$ cat config.mk
export PLATFORM = sky130hd
export DESIGN_NAME = alu_operand_stage
export DESIGN_NICKNAME = d
export VERILOG_FILES = /design/src/rtl/alu_operand_stage.sv
export SDC_FILE = /design/constraint.sdc
export NUM_CORES = 1
export LEC_CHECK = 0
export CELL_PAD_IN_SITES_DETAIL_PLACEMENT = 0
export CELL_PAD_IN_SITES_GLOBAL_PLACEMENT = 1
export CORE_MARGIN = 10
export CORE_UTILIZATION = 35
export DETAILED_ROUTE_END_ITERATION = 8
export HOLD_SLACK_MARGIN = 0.02
export PLACE_DENSITY_LB_ADDON = 0.1
export SLEW_MARGIN = 15
export SYNTH_ARGS = -nofsm -noshare
export SYNTH_HDL_FRONTEND = slang
export SYNTH_SLANG_ARGS = --single-unit
$ cat constraint.sdc
create_clock -name clk -period 3.5 [get_ports clk]
set_input_delay 0.35 -clock clk [delete_from_list [all_inputs] [get_ports clk]]
set_output_delay 0.35 -clock clk [all_outputs]
set_load 0.02 [all_outputs]
$ cat src/rtl/alu_operand_stage.sv
// Operand-select stage in front of the ALU: result bypass, operand muxing,
// funct7 sanitising and a 2-entry skid buffer toward the ALU.
module alu_operand_stage #(
  parameter int WORDSIZE = 64,
  parameter int REGADDR  = 5
) (
  input  logic                clk,
  input  logic                reset_n,
  input  logic                in_valid,
  output logic                in_ready,
  input  logic [REGADDR-1:0]  rs1_addr,
  input  logic [REGADDR-1:0]  rs2_addr,
  input  logic [WORDSIZE-1:0] rs1_data,
  input  logic [WORDSIZE-1:0] rs2_data,
  input  logic [WORDSIZE-1:0] imm,
  input  logic [WORDSIZE-1:0] pc,
  input  logic                use_imm,
  input  logic                use_pc,
  input  logic [2:0]          in_funct3,
  input  logic [6:0]          in_funct7,
  input  logic [3:0]          in_alu_cmd,
  input  logic [REGADDR-1:0]  in_rd,
  input  logic                fwd_valid,
  input  logic [REGADDR-1:0]  fwd_rd,
  input  logic [WORDSIZE-1:0] fwd_data,
  input  logic                flush,
  output logic                out_valid,
  input  logic                out_ready,
  output logic [WORDSIZE-1:0] input_a,
  output logic [WORDSIZE-1:0] input_b,
  output logic [2:0]          funct3,
  output logic [6:0]          funct7,
  output logic [3:0]          alu_cmd,
  output logic [REGADDR-1:0]  rd
);

  typedef enum logic [1:0] {S_EMPTY, S_ONE, S_FULL} state_t;

  typedef struct packed {
    logic [WORDSIZE-1:0] a;
    logic [WORDSIZE-1:0] b;
    logic [2:0]          f3;
    logic [6:0]          f7;
    logic [3:0]          cmd;
    logic [REGADDR-1:0]  rd;
  } entry_t;

  state_t state_q, state_d;
  entry_t main_q, skid_q, cap;
  logic   in_ready_q;
  logic   accept;
  logic   load_main_cap, load_main_skid, load_skid;
  logic   rs1_hit, rs2_hit;

  assign accept = in_valid && in_ready_q && !flush;

  // Capture path: bypass (never for x0), operand select, funct7 sanitising.
  // Shift-immediates (funct3 101) keep funct7 so SRAI/SRLI stay distinct.
  always_comb begin
    // NOTE: every combinational output gets a default first so no path infers a latch.
    cap     = '0;
    rs1_hit = fwd_valid && (fwd_rd == rs1_addr) && (rs1_addr != '0);
    rs2_hit = fwd_valid && (fwd_rd == rs2_addr) && (rs2_addr != '0);
    cap.a   = use_pc  ? pc  : (rs1_hit ? fwd_data : rs1_data);
    cap.b   = use_imm ? imm : (rs2_hit ? fwd_data : rs2_data);
    cap.f3  = in_funct3;
    cap.f7  = (use_imm && (in_funct3 != 3'b101)) ? 7'b0000000 : in_funct7;
    cap.cmd = in_alu_cmd;
    cap.rd  = in_rd;
  end

  // Flush dominates; data registers are only steered, never cleared by it.
  always_comb begin
    state_d        = state_q;
    load_main_cap  = 1'b0;
    load_main_skid = 1'b0;
    load_skid      = 1'b0;
    if (flush) begin
      state_d = S_EMPTY;
    end else begin
      unique case (state_q)
        S_EMPTY: begin
          if (accept) begin
            state_d       = S_ONE;
            load_main_cap = 1'b1;
          end
        end
        S_ONE: begin
          if (accept && out_ready) begin
            load_main_cap = 1'b1;
          end else if (accept) begin
            state_d   = S_FULL;
            load_skid = 1'b1;
          end else if (out_ready) begin
            state_d = S_EMPTY;
          end
        end
        S_FULL: begin
          if (out_ready) begin
            state_d        = S_ONE;
            load_main_skid = 1'b1;
          end
        end
        default: state_d = S_EMPTY;
      endcase
    end
  end

  always_ff @(posedge clk or negedge reset_n) begin
    if (!reset_n) begin
      state_q    <= S_EMPTY;
      in_ready_q <= 1'b1;
      // NOTE: the entry registers are reset because they drive the ALU ports,
      // which must read zero after reset.
      main_q     <= '0;
      skid_q     <= '0;
    end else begin
      // NOTE: non-blocking assignments so every register samples pre-edge values.
      state_q    <= state_d;
      in_ready_q <= (state_d != S_FULL);
      if (load_main_cap)       main_q <= cap;
      else if (load_main_skid) main_q <= skid_q;
      if (load_skid)           skid_q <= cap;
    end
  end

  assign in_ready  = in_ready_q;
  assign out_valid = (state_q != S_EMPTY);
  assign input_a   = main_q.a;
  assign input_b   = main_q.b;
  assign funct3    = main_q.f3;
  assign funct7    = main_q.f7;
  assign alu_cmd   = main_q.cmd;
  assign rd        = main_q.rd;

endmodule

==> results of run 1 <==
[worst max-delay path: stages]
cell	delay, ns
clkdlybuf4s50_1	0.72
or4_1	0.28
a21oi_4	0.10
or3_2	0.55
buf_4	0.26
o311ai_0	0.48
o21ai_0	0.15
[logic make-up after synthesis]
group           share of synthesized area [%]
compound gates                           28.1
buf+inv                                  5.41
xor+xnor                                0.508
simple gates                             17.2
mux                                     0.872
flops                                    47.9
[sequential cells by signal, summed over array words and instances (netlist names)]
signal and cells:
rd 5, funct3 3, state_q 2, input_b 64
in_ready 1, funct7 7, alu_cmd 4, skid_q 147
input_a 64
[routing by layer]
metal  part of all wire, %  vias up  GRT usage [%]
met5                 0.054        -              0
met3                   7.7       85           6.45
met2                    48      548           41.0
li1                      -     7329              -
met4                   2.5        6           7.42
met1                    42     7654           31.4
[stage by stage]
step | utilization (%) | total power, mW | instance area [um2] | setup WS [ns] | hold slack, ns
final | 50.8 | 11.8 | 22400 | 1.00 | 0.386
after global routing | 50.8 | 12.4 | 22400 | 0.844 | 0.414
after CTS | 50.8 | 11.9 | 22300 | 1.10 | 0.381
after detailed placement | 48.2 | 8.23 | 21200 | 0.526 | 0.390
after global placement | 48.2 | 8.15 | 21200 | 0.577 | 0.397
after floorplan | - | 6.38 | 15500 | 1.58 | 0.0544
[where the power goes]
| part | internal [mW] | switching (mW) |
|---|---|---|
| logic | 1.59 | 1.86 |
| clock network | 2.18 | 1.46 |
| registers | 4.25 | 0.442 |
[worst min path at each step]
stage / slack, ns / depth (start not counted) / startpoint / end
2_1_floorplan: 0.05 / 0 / reset_n / alu_cmd[0]
3_3_place_gp: 0.40 / 1 / reset_n / rd[0]
3_5_place_dp: 0.39 / 1 / reset_n / rd[0]
4_1_cts: 0.38 / 3 / in_alu_cmd[3] / alu_cmd[3]
5_1_grt: 0.41 / 3 / in_alu_cmd[3] / alu_cmd[3]
6_report: 0.39 / 2 / reset_n / rd[0]
[cell type report]
cell class,instances,area [um2],share of cell area [%]
repair buffers,558,5700,25.5
clock inverters,8,97.6,0.436
clock buffers,49,1020,4.57
flip-flops and latches,297,7430,33.2
diodes,6,15.0,0.0671
well taps,592,741,3.31
multi-input cells,1299,7350,32.9
inverters,2,7.51,0.0336
[placed cells by master, fill, tap and decap left out, drive strengths merged, types with 11 or more instances in the layout]
master and n:
a21oi 130, a31oi 19, buf 50, clkbuf 49
clkdlybuf4s50 507, dfrtp 296, mux2 12, nand2 176
nand2b 132, nand3 11, nor2 276, o21ai 135
o22ai 128, o311ai 128, o31ai 129
[what timing repair did]
item,CTS,global route
resized for setup,0,0
hold buffers,1,0
endpoints found under the hold margin,73,0
==> impl_metrics.yaml, run 1 <==
cells_and_area:
  fillCellCount: 4167
  fin_nets: 2556
  finalNonFillerCells: 2811
  syn_to_final_growth_pct: 44.2
  drive_gt1_share_pct: 5.83
grt:
  gr-usage-all-layers_pct: 24.8
  grt_overflow: 0
  grt_pass1_vias: 15700
  antenna_found_initial: 9
  grt_first_pass_wirelength_mm: 102
  grt_max_degree: 119
timing:
  tightest_slew_ns: 0.988
  finalMaxSlewViolations: 0
  max_freq_mhz: 400
  setup_viol: 0
  setup_tns_ns: 0
  rsz0062_at_grt: "false"
  finClkSkew_ns: 0.0228
  finalCritPeriodShare_pct: 71.4
  relSlewSlack_pct: 34.1
  hold_viol: 0
  period_minus_slack_ns: 2.50
die:
  initial_core_util_pct: 35.2
  die_w_um: 230
  die-area_mm2: 0.0531
  top_level_ports: 511
  coreArea_mm2: 0.0440
  rows: 77
  die_h_um: 230
critical_path:
  worst-setup-path-type: "input pin to register"
  startpoint: "rs2_addr[1]"
  reg2reg_to: "input_b[58]"
  cp.arrival_ns: 2.90
  r2r_slack_ns: 1.18
  endpoint: "skid_q[19]"
  critPathLaunchType: "input pin"
  r2r-start: "in_ready"
  cp_max_fo: 20
  reg2reg_depth: 6
  worst_setup_path_end_kind: "register"
  required_ns: 3.90
synth:
  async_flop_share_pct: 100
  synth_common_cells: "dfrtp_1 (296), nor2_1 (276), nand2_1 (176)"
  synth_fp_nets: 2154
  synth.cell_area_mm2: 0.0155
  synth_top_area_cell: "dfrtp_1"
  synth.most_common_cell: "dfrtp_1"
  yosys.area.top_type_share_pct: 47.8
  synth_cell_type_count: 34
  yosysWarnings: 0
  synth-edff-count: 0
  syn_inst: 1792
  syn_avg_cell_area_um2: 8.65
  ys_seq_area_share_pct: 47.9
  synth_area_leaders: "dfrtp_1 (48%), o311ai_1 (6.8%), nor2_1 (6.7%)"
  synth-seq-cells: 297
  synth-main-ff-cell: "dfrtp_1"
detailed_routing:
  dr.first_iter.drc_count: 1312
  vias: 15600
  drc: 0
  routed_wl_mm: 68.2
  ant_nets: 0
  drt-pass1-iter-count: 5
  wl_per_cell_um: 24.3
  viasPerCell: 5.56
clocking:
  cts_htree_levels: 2
  cts_tree: "done"
  cts.sinks: 297
  clk_pin_slew_ns: 0.06
  cts-buffers-inserted: 36
  clockRootBuffer: "clkbuf_16"
  insertion_delay_ns: 0.54
  cts_max_path_buffers: 3
  cts_setup_buffers: 0
power:
  vdd_ir_drop_max_mv: 0.305
  powerDensity_mw_per_mm2: 527
  leakage_nw: 8.81
place:
  dp_cells: 2747
  portBuffers: 510
  dp_hpwl_mm: 47.5
  globalplace.congestion: 0.824
worst_hold_path:
  hold_path_class: "input pin to async pin"
flow_run:
  maxCapViolations: 0
run_status:
  status: "completed"
Note: power is estimated with default switching activity, not from simulation.
==> run 2: changes to the inputs <==
--- a/config.mk
+++ b/config.mk
@@ -8,7 +8,7 @@
 export CELL_PAD_IN_SITES_DETAIL_PLACEMENT = 0
 export CELL_PAD_IN_SITES_GLOBAL_PLACEMENT = 1
 export CORE_MARGIN = 10
-export CORE_UTILIZATION = 35
+export CORE_UTILIZATION = 31
 export DETAILED_ROUTE_END_ITERATION = 8
 export HOLD_SLACK_MARGIN = 0.02
 export PLACE_DENSITY_LB_ADDON = 0.1
==> constraint.sdc (replaced) <==
create_clock -name clk -period 2.1 [get_ports clk]
set_input_delay 0.21 -clock clk [delete_from_list [all_inputs] [get_ports clk]]
set_output_delay 0.21 -clock clk [all_outputs]
set_load 0.02 [all_outputs]
==> run 2 against run 1 <==
  * Core utilization is 2.3 points lower
  * Clock power is 78% higher
  * Power is 73% higher
  * Count of clock-buffer cells in the layout is 12 higher
  * Largest power group unchanged
==> impl_metrics.yaml, run 2 (synthesized netlist as in run 1, its figures left out) <==
run_status:
  status: "completed"
detailed_routing:
  dr.first_iter.drc_count: 1121
  drc: 0
  routed_wl_mm: 69.1
  vias: 15900
  drt-pass1-iter-count: 5
  viasPerCell: 5.29
  wl_per_cell_um: 22.9
  ant_nets: 0
clocking:
  clk_pin_slew_ns: 0.06
  cts-buffers-inserted: 38
  cts_max_path_buffers: 3
  cts_setup_buffers: 0
  cts.sinks: 297
  insertion_delay_ns: 0.54
  cts_tree: "done"
  cts_htree_levels: 2
  clockRootBuffer: "clkbuf_16"
critical_path:
  cpLargestDelayFamily: "buffers and inverters"
  worst-setup-path-type: "input pin to register"
  worstPathCellList: "clkdlybuf4s50_1, xnor2_1, nand3_4, or3_4, buf_12, o311ai_1, buf_4, o22ai_1"
  cp_max_fo: 32
  critPathLaunchType: "input pin"
  reg2reg_depth: 7
  max_stage_delay_ns: 0.48
  required_ns: 2.52
  path_depth: 8
  crit_slowest_cell: "clkdlybuf4s50_1"
  cp.arrival_ns: 2.48
  path_buf_inv: 3
  worst_setup_path_end_kind: "register"
cells_and_area:
  multi_input_area_mm2: 0.00737
  drive_gt1_share_pct: 10.8
  final_core_util_pct: 48.5
  fin_nets: 2678
  finalNonFillerCells: 3013
  largest-register: "skid_q"
  fillCellCount: 4701
  ff_latch_area_mm2: 0.00743
  largest_reg_flops: 147
  final_common_cell: "clkdlybuf4s50_1"
  syn_to_final_growth_pct: 53.8
  fin_area_mm2: 0.0238
  final_cell_mix: "clkdlybuf4s50_1 (506), dfrtp_1 (296), nor2_1 (276)"
place:
  globalplace.congestion: 0.844
  portBuffers: 510
  place_ws_ns: -0.543
  place_area_mm2: 0.0226
  dp_hpwl_mm: 50.6
  dp_cells: 2939
die:
  die_w_um: 244
  rows: 81
  top_level_ports: 511
  die-area_mm2: 0.0594
  die_h_um: 244
  coreArea_mm2: 0.0492
  initial_core_util_pct: 31.5
timing:
  period_minus_slack_ns: 2.06
  finalCritPeriodShare_pct: 97.9
  finalMaxSlewViolations: 0
  finClkSkew_ns: 0.0174
  tightest_slew_ns: 0.729
  hold_viol: 0
  setup_tns_ns: 0
  hold_ws_ns: 0.159
  relSlewSlack_pct: 51.4
  setup_ws_ns: 0.0434
  max_freq_mhz: 486
  rsz0062_at_grt: "false"
  setup_viol: 0
grt:
  grt_max_degree: 94
  use_met2_pct: 36.7
  grt_overflow: 0
  busiest_layer: "met2"
  antenna_found_initial: 8
  met1_usage_pct: 27.8
  grtUsageMet3_pct: 5.56
  gr-usage-all-layers_pct: 22.3
  grt_pass1_vias: 16400
  grt_first_pass_wirelength_mm: 103
power:
  total_power_mw: 20.4
  vdd_ir_drop_max_mv: 0.489
  powerDensity_mw_per_mm2: 856
  leakage_nw: 9.59
flow_run:
  maxCapViolations: 0
worst_hold_path:
  hold_path_class: "input pin to async pin"
run 2: final timing paths:
check | slack (ns) | endpoint | from
setup reg to reg | 0.18 | input_b[51] | in_ready
hold reg to reg | 0.48 | skid_q[15] | skid_q[15]
max in group asynchronous | 1.10 | skid_q[141] | reset_n
setup / recovery | 0.04 | input_b[42] | fwd_rd[0]
hold / removal | 0.16 | rd[0] | reset_n
min in group clk | 0.26 | rd[4] | in_rd[4]
run 2: what timing repair did:
action,CTS,global route
gates resized for setup,1,3
endpoints found under the hold margin,47,0
endpoints found under the setup margin,1,5
gates cloned,0,0
hold buffers,1,0
run 2: final cells by class:
class | instances | share of cell area (%)
inverter | 2 | 0.0315
sequential | 297 | 31.2
tap | 664 | 3.48
antenna | 7 | 0.0735
clock inverter | 5 | 0.220
clock buffer | 61 | 4.91
timing repair buffer | 678 | 29.2
multi-input combinational | 1299 | 30.9
run 2: routing by layer:
metal  routed length (um)  vias up
li1                     -     7579
met1                29200     7675
met2                33200      563
met3                 4620      119
met4                 2050        2
met5                   14        -
run 2: report_power, final:
part | switching (mW) | leakage [nW] | internal [mW]
Sequential | 0.771 | 3.53 | 7.09
Clock | 2.55 | 0.597 | 3.92
Combinational | 3.16 | 5.47 | 2.91
